### config.mk
export PLATFORM = sky130hd
export DESIGN_NAME = sys_peripheral_hub
export DESIGN_NICKNAME = d
export VERILOG_FILES = /design/src/rtl/sys_peripheral_hub.sv
export SDC_FILE = /design/constraint.sdc
export NUM_CORES = 1
export LEC_CHECK = 0
export ABC_AREA = 1
export BUFFER_PORTS_ARGS = -buffer_cell sky130_fd_sc_hd__buf_2
export CAP_MARGIN = 20
export CORE_AREA = 2 2 153 155
export DETAILED_ROUTE_END_ITERATION = 12
export DIE_AREA = 0 0 155 157
export SLEW_MARGIN = 20
export SYNTH_ARGS = -nofsm -noshare
export SYNTH_HDL_FRONTEND = slang
export SYNTH_SLANG_ARGS = --single-unit
### constraint.sdc
create_clock -name clk -period 2.4 [get_ports clk]
set_input_delay 0.48 -clock clk [delete_from_list [all_inputs] [get_ports clk]]
set_output_delay 0.48 -clock clk [all_outputs]
set_load 0.02 [all_outputs]
### src/rtl/sys_peripheral_hub.sv
// sys_peripheral_hub: bridges the HBUS-side SP window to NUM_SLOTS peripheral slots.
// It decodes {slot ID, offset} and drives one-hot read/write strobes together with the
// shared raddr/waddr/wdata. The strobe is held until the selected slot acks. The hub
// then returns read data, or reports a decode error, as a one-cycle hb_ready pulse.
// Optional feature: define SP_HUB_TIMEOUT_EN to abort an access that has waited
// TIMEOUT_CYCLES strobe cycles without an ack. The abort is reported as an error.
module sys_peripheral_hub #(
    parameter int SP_ID_LEN      = 3,
    parameter int SP_OFFSET_LEN  = 2,
    parameter int NUM_SLOTS      = 8,
    parameter int DATA_WIDTH     = 32,
    parameter int TIMEOUT_CYCLES = 16
) (
    input  logic                            clk,
    input  logic                            rst_n,
    input  logic                            hb_req,
    input  logic                            hb_we,
    input  logic [SP_ID_LEN+SP_OFFSET_LEN-1:0] hb_addr,
    input  logic [DATA_WIDTH-1:0]           hb_wdata,
    output logic                            hb_ready,
    output logic                            hb_err,
    output logic [DATA_WIDTH-1:0]           hb_rdata,
    output logic [SP_OFFSET_LEN-1:0]        sp_raddr,
    output logic [SP_OFFSET_LEN-1:0]        sp_waddr,
    output logic [DATA_WIDTH-1:0]           sp_wdata,
    output logic [NUM_SLOTS-1:0]            sp_re,
    output logic [NUM_SLOTS-1:0]            sp_we,
    input  logic [NUM_SLOTS*DATA_WIDTH-1:0] sp_rdata,
    input  logic [NUM_SLOTS-1:0]            sp_ack
);

    localparam int ADDR_W = SP_ID_LEN + SP_OFFSET_LEN;

    typedef enum logic [1:0] {
        ST_IDLE   = 2'd0,
        ST_ACCESS = 2'd1,
        ST_ERROR  = 2'd2
    } state_t;

    state_t                   state;
    state_t                   state_nxt;
    logic                     we_q;
    logic [SP_ID_LEN-1:0]     slot_q;
    logic [SP_ID_LEN-1:0]     req_id;
    logic [SP_OFFSET_LEN-1:0] req_off;
    logic                     accept;
    logic                     id_ok;
    logic                     ack_sel;
    logic                     timeout;
    logic [NUM_SLOTS-1:0]     slot_sel;
    logic [DATA_WIDTH-1:0]    rdata_sel;

    assign req_id  = hb_addr[ADDR_W-1:SP_OFFSET_LEN];
    assign req_off = hb_addr[SP_OFFSET_LEN-1:0];
    assign id_ok   = ({1'b0, req_id} < (SP_ID_LEN+1)'(NUM_SLOTS));
    // A request is taken only in IDLE and never during the completion pulse, so a
    // request still held high in the hb_ready cycle is dropped, not queued.
    assign accept  = (state == ST_IDLE) && hb_req && !hb_ready;

    // Decode the latched slot: one-hot select, the selected ack bit and its read data
    always_comb begin
        // NOTE: every output gets a default first so no path leaves a latch behind.
        slot_sel  = '0;
        ack_sel   = 1'b0;
        rdata_sel = '0;
        for (int i = 0; i < NUM_SLOTS; i++) begin
            if (slot_q == SP_ID_LEN'(i)) begin
                slot_sel[i] = 1'b1;
                ack_sel     = sp_ack[i];
                rdata_sel   = sp_rdata[i*DATA_WIDTH +: DATA_WIDTH];
            end
        end
    end

`ifdef SP_HUB_TIMEOUT_EN
    localparam int CNT_W = $clog2(TIMEOUT_CYCLES + 1);
    logic [CNT_W-1:0] wait_cnt;

    // Count strobe cycles that passed without an ack; cleared whenever an access starts
    always_ff @(posedge clk or negedge rst_n) begin
        if (!rst_n) begin
            wait_cnt <= '0;
        end else if (accept) begin
            wait_cnt <= '0;
        end else if (state == ST_ACCESS && !ack_sel) begin
            wait_cnt <= wait_cnt + CNT_W'(1);
        end
    end

    // The last allowed strobe cycle is the one seen with TIMEOUT_CYCLES-1 misses behind it
    assign timeout = (wait_cnt == CNT_W'(TIMEOUT_CYCLES - 1));
`else
    assign timeout = 1'b0;
`endif

    // State register
    always_ff @(posedge clk or negedge rst_n) begin
        // NOTE: state is updated with non-blocking assignments so every flop samples
        // pre-edge values, regardless of the order in which the processes are evaluated.
        if (!rst_n) state <= ST_IDLE;
        else        state <= state_nxt;
    end

    // Next-state logic: an ack beats a timeout in the same cycle
    always_comb begin
        state_nxt = state;
        case (state)
            ST_IDLE:   if (accept) state_nxt = id_ok ? ST_ACCESS : ST_ERROR;
            ST_ACCESS: begin
                if (ack_sel)      state_nxt = ST_IDLE;
                else if (timeout) state_nxt = ST_ERROR;
            end
            ST_ERROR:  state_nxt = ST_IDLE;
            default:   state_nxt = ST_IDLE;
        endcase
    end

    // Strobe outputs: the one-hot select is steered to the read or the write strobe while accessing
    always_comb begin
        sp_re = '0;
        sp_we = '0;
        if (state == ST_ACCESS) begin
            if (we_q) sp_we = slot_sel;
            else      sp_re = slot_sel;
        end
    end

    // Latch the request; only a decodable access updates the slot-side address/data lines
    always_ff @(posedge clk or negedge rst_n) begin
        if (!rst_n) begin
            we_q     <= 1'b0;
            slot_q   <= '0;
            sp_raddr <= '0;
            sp_waddr <= '0;
            sp_wdata <= '0;
        end else if (accept && id_ok) begin
            we_q   <= hb_we;
            slot_q <= req_id;
            if (hb_we) begin
                sp_waddr <= req_off;
                sp_wdata <= hb_wdata;
            end else begin
                sp_raddr <= req_off;
            end
        end
    end

    // Completion: a one-cycle ready pulse; read data is held until the next completion
    always_ff @(posedge clk or negedge rst_n) begin
        if (!rst_n) begin
            hb_ready <= 1'b0;
            hb_err   <= 1'b0;
            hb_rdata <= '0;
        end else begin
            hb_ready <= 1'b0;
            hb_err   <= 1'b0;
            if (state == ST_ACCESS && ack_sel) begin
                hb_ready <= 1'b1;
                if (!we_q) hb_rdata <= rdata_sel;
            end else if (state == ST_ERROR) begin
                hb_ready <= 1'b1;
                hb_err   <= 1'b1;
                hb_rdata <= '0;
            end
        end
    end

endmodule
; ---- After elaboration in Yosys (flattened, before gate mapping)
; Cells that the tools add are included.
[op_classes]
n_mux = 37
n_eq_ne = 12
reduce_logical = 11
bitwise_logic = 1
[op_table]
columns = cell, n
row1 = 2-to-1 mux 32 bit, 11
row2 = 2-to-1 mux 8 bit, 4
row3 = 2-to-1 mux 1 bit, 19
row4 = == test 3 bit (second input constant), 4
row5 = AND reduction 2 bit, 4
row6 = == test 3 x 2 -> 1 bit (second input constant), 2
row7 = != test 2 bit (second input constant), 3
row8 = 2-to-1 mux 2 bit, 2
row9 = one-hot mux 2 bit (2 select lines), 1
row10 = == test 3 x 1 -> 1 bit (second input constant), 1
row11 = logical AND 1 bit, 3
row12 = zero test 3 bit, 1
row13 = == test 2 x 1 -> 1 bit (second input constant), 1
row14 = == test 2 bit (second input constant), 1
row15 = zero test 2 bit, 1
row16 = nonzero test 2 bit, 1
row17 = zero test 1 bit, 1
row18 = inverter 1 bit, 1
[totals]
output_inout_bits = 86
regBits = 76
wordCells = 70
in_bits = 305

; ---- Longest topological paths before layout
; Gate-level depths: netlist (run 1).
[depth]
ltp_word = 12
depth_mapped = 14
mapped_depth_nobuf = 13

; ---- Worst setup path before layout (run 1)
; OpenSTA, ideal clock, no wires.
[synth_timing]
path_kind = register to output
from = register slot_q[0]
to = output port sp_re[1]
slack_ns = 0.472
arrival_time_ns = 1.448
required_time_ns = 1.920
path_stages_with_launch = 7
path_buffers = 2
path_cell_list = dfrtp_1 buf_2 inv_1 nor3_2 clkbuf_1 inv_1 nor2_1
[synth_between]
elab_chain_len = 4
[synth_rtl]
columns = item, line_no
row1 = from (decl), 43  ; logic [SP_ID_LEN-1:0] slot_q;
row2 = from (signal assigned), 138  ; slot_q <= req_id;
row3 = == test 3 x 1 -> 1 bit, 67  ; if (slot_q == SP_ID_LEN'(i)) begin
row4 = 2-to-1 mux 1 bit, 67
row5 = 2-to-1 mux 8 bit, 123  ; if (we_q) sp_we = slot_sel;
row6 = 2-to-1 mux 8 bit, 122  ; if (state == ST_ACCESS) begin
row7 = to (decl), 26  ; output logic [NUM_SLOTS-1:0] sp_re,
; No other way between the ends.

; ---- Worst setup path in the final report (run 1)
[layout_timing]
from = register slot_q[1]
to = output port sp_re[2]
[layout_between]
elab_chain_len = 4
[layout_rtl]
columns = item, line_no
row1 = == test 3 x 2 -> 1 bit, 67
row2 = 2-to-1 mux 1 bit, 67
row3 = 2-to-1 mux 8 bit, 123
row4 = 2-to-1 mux 8 bit, 122
; No other way between the ends.

==> metrics, run 1 <==
1st-pass router iterations 5; setup repair bufs after CTS 0; RSZ-0062 raised after global routing false; Yosys reg bits 74; CTS tree yes; total gr overflow 0; layout cell share with drive strength beyond 1 between 40% and 50%; commonest non-fill, non-tap cells in the layout buf_2, nand2_1, nand3_1, dfrtp_1, inv_1; Netlist cell types 27; site row count 55; vias in the first global route 6,435; Synth Instances ~800; Worst EP required 1.92 ns; clock slew at reported path FFs 0.06 ns; fin crit share 92.7%; Sink Count between 70 and 80; worst slew pin tran roughly 0.76 ns; Worst Setup End Kind output pin; Overall Global Routing Usage 19.2%; Die H 157 µm; PortBufs just under 400; clk_lat worst skew 0.34 ns; slowest stage delay, CP 0.45 ns; syn avg cell area around 6.6 µm²; core area between 20,000 and 25,000 µm²; initial core utilization 23.4%; global-route wire length before repair around 35,000 µm; worst-case clock skew 0.00593 ns; met1 wire length 9450 µm; adder-cell share of the synthesized area 0%; met2 wire length 12,000 µm; Hold Violations, Final 0; H-tree lvl count 3; Bufs on Longest Clock Path 2; Crit path buffers/inverters 4; VDD IR max 0.000469 V; top sig layer met4; Detailed Route Iter0 Violations between 300 and 400; largest net degree at the start of global routing 59; Max Fclk around 0.45 GHz; Worst EP arrival 1.74 ns; main combinational cell family by area after synthesis simple AND/OR/NAND/NOR gates; Vias/cell ~4.5; pwr/cell area 1300 nW/µm²; commonest non-fill, non-tap cell in the layout buf_2; # DRC 0; Crit Path Category flip-flop to output pin; static leakage 0.00449 µW; I/O pin cnt 391; antenna violations before repair 2; CTS root buf clkbuf_16; Netlist Area Pre-Place 5260 µm²; chip width approximately 160 µm; die area 24,300 µm²; wire per inst 16.5 µm; final std cells w/o fill 1,474; critical-path maximum fanout 24; yosys warns 0; Critical Path Start Type flip-flop; Synth Area in XOR/XNOR 0%; Placer Congestion 0.866; Worst slew margin roughly 49%; simple-gate share of the synthesized area between 40 and 50%; CTS Buf Count 9; Min-Delay Path Class input pin to async pin; cells along the critical path inv_2 -> nor2_2 -> nand2_4 -> buf_12 -> buf_4 -> nor2_1 -> buf_2; Final min period 2.22 ns; Antenna Nets Post-Route 0; # Max-Cap Violations 0; family with the most delay on the worst path buffers and inverters; status finished clean; area grow syn2layout 51.5%; post-route setup TNS 0 ns; Setup-failing EPs final 0; Total Routed Length about 24,000 µm; via total after detailed routing approximately 6,600; Cells after DPL ~1,500; Post-Syn Nets between 1,000 and 1,500; mux contribution to synthesized area between 6 and 7%; max-slew violations 0; metal3 WL 1890 µm; Seq/Total Area, Yosys between 30% and 40%; count of nets after finishing 1,487; CP max-delay cell dfrtp_2; dpl hpwl 20,000 µm; Synth Area in Compound Gates 2.24%
## final cells by class
class	instances	area, µm²
clock buffer	9	225
fill	2488	14500
antenna	2	5.00
timing repair buffer	414	2190
multi-input combinational	624	3010
tap	285	357
sequential	74	1850
inverter	59	224
clock inverter	7	100
## what timing repair did
action                                  in CTS  in global routing
hold buffers                                 0                  0
gates resized for setup                      0                  6
endpoints found under the setup margin       0                 31
## layer usage
layer | up-vias | track usage [%]
li1 | 3289 | -
met1 | 2934 | 21.4
met2 | 319 | 34.4
met3 | 44 | 4.98
met4 | 0 | 8.33
met5 | - | 0
## power breakdown
part / internal, µW / switching [µW] / leakage [µW]
Clock: 922 / 561 / 0.000161
Sequential: 1870 / 350 / 0.000895
Combinational: 2260 / 4390 / 0.00344
## cells in the mapped netlist, drive strengths merged
master  instances  area (µm²)
o21ai          11        55.1
clkbuf         23        86.3
dfrtp          74        1850
buf            22         111
conb            1        3.75
clkinv          1        3.75
nand3          84         430
a21oi          11        55.1
nand4          33         206
nor2           38         153
nand2         348        1310
inv            58         218
nor3            3        25.0
and2            3        18.8
a21boi          1        7.51
mux2           32         360
or2            59         369
## final timing paths
| path | start | end | slack (ns) | cells after the start |
|---|---|---|---|---|
| worst min-delay path | rst_n | hb_rdata[27]$_DFFE_PN0P_ | 0.23 | 1 |
| min in group clk | hb_addr[4] | slot_q[2]$_DFFE_PN0P_ | 0.36 | 3 |
| worst max-delay path | slot_q[1]$_DFFE_PN0P_ | sp_re[2] | 0.18 | 7 |
| worst min register to register | hb_rdata[24]$_DFFE_PN0P_ | hb_rdata[24]$_DFFE_PN0P_ | 0.47 | 2 |
| max in group asynchronous | rst_n | hb_rdata[21]$_DFFE_PN0P_ | 1.52 | 2 |
| worst max register to register | slot_q[2]$_DFFE_PN0P_ | hb_rdata[1]$_DFFE_PN0P_ | 0.32 | 12 |
## worst reg2reg max path: stages (launching register included)
cell and delay [ns]:
dfrtp_1 0.47, inv_2 0.16, buf_4 0.33, nand3_1 0.14, nand3_1 0.10, nand2_1 0.05
nand2_1 0.05, nand2_1 0.09, nand3_2 0.09, nand2_1 0.11, inv_4 0.22, nand3_1 0.15
nand2_1 0.07
## flip-flops by register name, indices dropped and copies added, names as in the netlist
name and cells:
hb_rdata 32, sp_wdata 32, slot_q 3, sp_raddr 2
sp_waddr 2, hb_ready 1, state 1, we_q 1
## kinds of logic after synthesis
group | count (synthesis)
flops | 74
other cells | 1
compound gates | 23
simple gates | 568
mux | 32
buf+inv | 104
## through the flow
stage | util (%) | hold slack, ns | instance area [µm²] | setup WS (ns) | total power, µW
6_report | 35.4 | 0.226 | 7970 | 0.176 | 10400
3_5_place_dp | 33.9 | 0.462 | 7620 | 0.119 | 9000
2_1_floorplan | - | 0.184 | 5260 | 0.472 | 6310
3_3_place_gp | 33.9 | 0.462 | 7620 | 0.190 | 8920
5_1_grt | 35.4 | 0.279 | 7970 | 0.0440 | 11300
4_1_cts | 35.3 | 0.248 | 7950 | 0.0276 | 10500
Note: power is estimated with default switching activity, not from simulation.
==> inputs of run 2 (changes only) <==
==> constraint.sdc (replaced) <==
create_clock -name clk -period 2.4 [get_ports clk]
set_input_delay 0.48 -clock clk [delete_from_list [all_inputs] [get_ports clk]]
set_output_delay 0.48 -clock clk [all_outputs]
set_load 0.05 [all_outputs]
==> metrics, run 2 (synthesis gave the netlist of run 1 again) <==
Critical Path Start Type flip-flop (unchanged); post-cts sizing count 0 (unchanged); I/O pin cnt 391 (unchanged); Comb pwr share 69.4% (was 64.2%); Placer Congestion 0.861 (was 0.866); reg2reg path depth 13 (was 12); Detailed Route Iter0 Violations 291 (was 368); wire per inst 16.6 µm (was 16.5 µm); die area 24,300 µm² (unchanged); core area 22,500 µm² (unchanged); VDD IR max 0.000596 V (was 0.000469 V); PortBufs 389 (unchanged); final instance area 7900 µm² (was 7970 µm²); setup repair bufs after CTS 0 (unchanged); CTS hold repair buffers 0 (unchanged); global-route wire length before repair 35,800 µm (was 35,300 µm); H-tree lvl count 3 (unchanged); Crit Path Category flip-flop to output pin (unchanged); max-slew violations 0 (unchanged); post-route setup TNS 0 ns (unchanged); fin crit share 94.9% (was 92.7%); Total Routed Length 24,300 µm (about the same); Die H 157 µm (unchanged); Final min period 2.28 ns (was 2.22 ns); internal power 4810 µW (was 5050 µW); Overall Global Routing Usage 19.4% (was 19.2%); sequential share of power 19.3% (was 21.5%); worst slew pin tran 0.588 ns (was 0.763 ns); Sink Count 74 (unchanged); via total after detailed routing 6,633 (was 6,586); Sw Share 58.3% (was 51.2%); CTS Buf Count 9 (unchanged); Largest regs hb_rdata: 32 flops, sp_wdata: 32 flops, slot_q: 3 flops (unchanged); Worst Setup End Kind output pin (unchanged); antenna violations before repair 0 (was 2); Bufs on Longest Clock Path 2 (unchanged); r2r setup slk 0.29 ns (was 0.32 ns); critical-path maximum fanout 17 (was 24); CTS root buf clkbuf_16 (unchanged); status finished clean (unchanged); Setup-failing EPs final 0 (unchanged); dpl hpwl 20,200 µm (was 20,000 µm); commonest non-fill, non-tap cells in the layout buf_2, nand2_1, nand3_1, dfrtp_1, inv_1 (unchanged); Worst EP required 1.92 ns (about the same); vias in the first global route 6,493 (was 6,435); layout cell share with drive strength beyond 1 43.2% (about the same); static leakage 0.00444 µW (was 0.00449 µW); Hold Violations, Final 0 (unchanged); 1st-pass router iterations 7 (was 5); # DRC 0 (unchanged); site row count 55 (unchanged); RSZ-0062 raised after global routing false (unchanged); clock slew at reported path FFs 0.07 ns (was 0.06 ns); initial core utilization 23.4% (unchanged); Worst EP arrival 1.80 ns (was 1.74 ns); NetSw 6740 µW (was 5300 µW); Vias/cell 4.51 (was 4.47); pwr/cell area 1460 nW/µm² (was 1300 nW/µm²); CTS tree yes (unchanged); # Max-Cap Violations 0 (unchanged); clk_lat worst skew 0.34 ns (about the same); commonest non-fill, non-tap cell in the layout buf_2 (unchanged); Max Fclk 0.439 GHz (was 0.450 GHz); Antenna Nets Post-Route 0 (unchanged); Min-Delay Path Class input pin to async pin (unchanged); area grow syn2layout 50.1% (was 51.5%); chip width 155 µm (unchanged); count of nets after finishing 1,486 (was 1,487); total gr overflow 0 (unchanged); area post-placement 7600 µm² (was 7620 µm²); # diodes 0 (was 2); Worst slew margin 60.8% (was 49.1%); worst-case clock skew 0.00838 ns (was 0.00593 ns); largest net degree at the start of global routing 43 (was 59); clock share of power 11.3% (was 14.3%)
-- run 2: cell count changes in the layout (fill, tap and decap cells not counted), sizes merged --
cell / before / now
buf: 414 / 413
bufinv: 2 / 0
clkinv: 3 / 2
clkinvlp: 0 / 3
diode: 2 / 0
-- run 2: metal layers --
layer	up-vias	GRT usage [%]	wire (µm)	part of all wire [%]
li1	3282	-	-	-
met1	3014	21.4	9410	39
met2	305	35.9	12400	51
met3	32	5.04	1840	7.6
met4	0	6.75	714	2.9
met5	-	0	0	0
-- run 2: final cells by class --
cell class                 count  area, µm²
fill                        2526      14600
multi-input combinational    624       3010
timing repair buffer         413       2170
sequential                    74       1850
tap                          285        357
clock buffer                   9        225
inverter                      59        224
clock inverter                 7       60.1
-- run 2: worst paths after layout --
kind,startpoint,endpoint
worst max register to register,slot_q[1]$_DFFE_PN0P_,hb_rdata[18]$_DFFE_PN0P_
worst min-delay path,rst_n,hb_rdata[27]$_DFFE_PN0P_
worst min register to register,hb_rdata[23]$_DFFE_PN0P_,hb_rdata[23]$_DFFE_PN0P_
worst max-delay path,slot_q[1]$_DFFE_PN0P_,sp_re[2]
max in group asynchronous,rst_n,hb_rdata[8]$_DFFE_PN0P_
min in group clk,hb_addr[4],slot_q[2]$_DFFE_PN0P_
-- run 2: stage by stage --
step	setup slack, ns	instances	total power [µW]	hold WS (ns)	utilization, %
after floorplan	0.108	802	7670	0.184	-
final	0.123	1471	11500	0.134	35.1
after global routing	0.00624	1471	12400	0.158	35.1
after detailed placement	0.0776	1455	10400	0.466	33.8
after CTS	0.00832	1471	11700	0.149	35.1
after global placement	0.182	1455	10300	0.461	33.8
-- run 2: critical path: stages (launching register included) --
cell	delay [ns]
dfrtp_2	0.45
inv_2	0.09
nor2_2	0.12
nand2_2	0.20
buf_4	0.22
nor2_1	0.09
buf_2	0.27
-- run 2: power by group through the flow --
stage                     Combinational (µW)  Clock (µW)  Sequential [µW]
after detailed placement                8130           0             2240
after floorplan                         3520           0             4150
final                                   8020        1300             2230
after global routing                    8720        1390             2320
after CTS                               8130        1340             2220
after global placement                  8030           0             2220
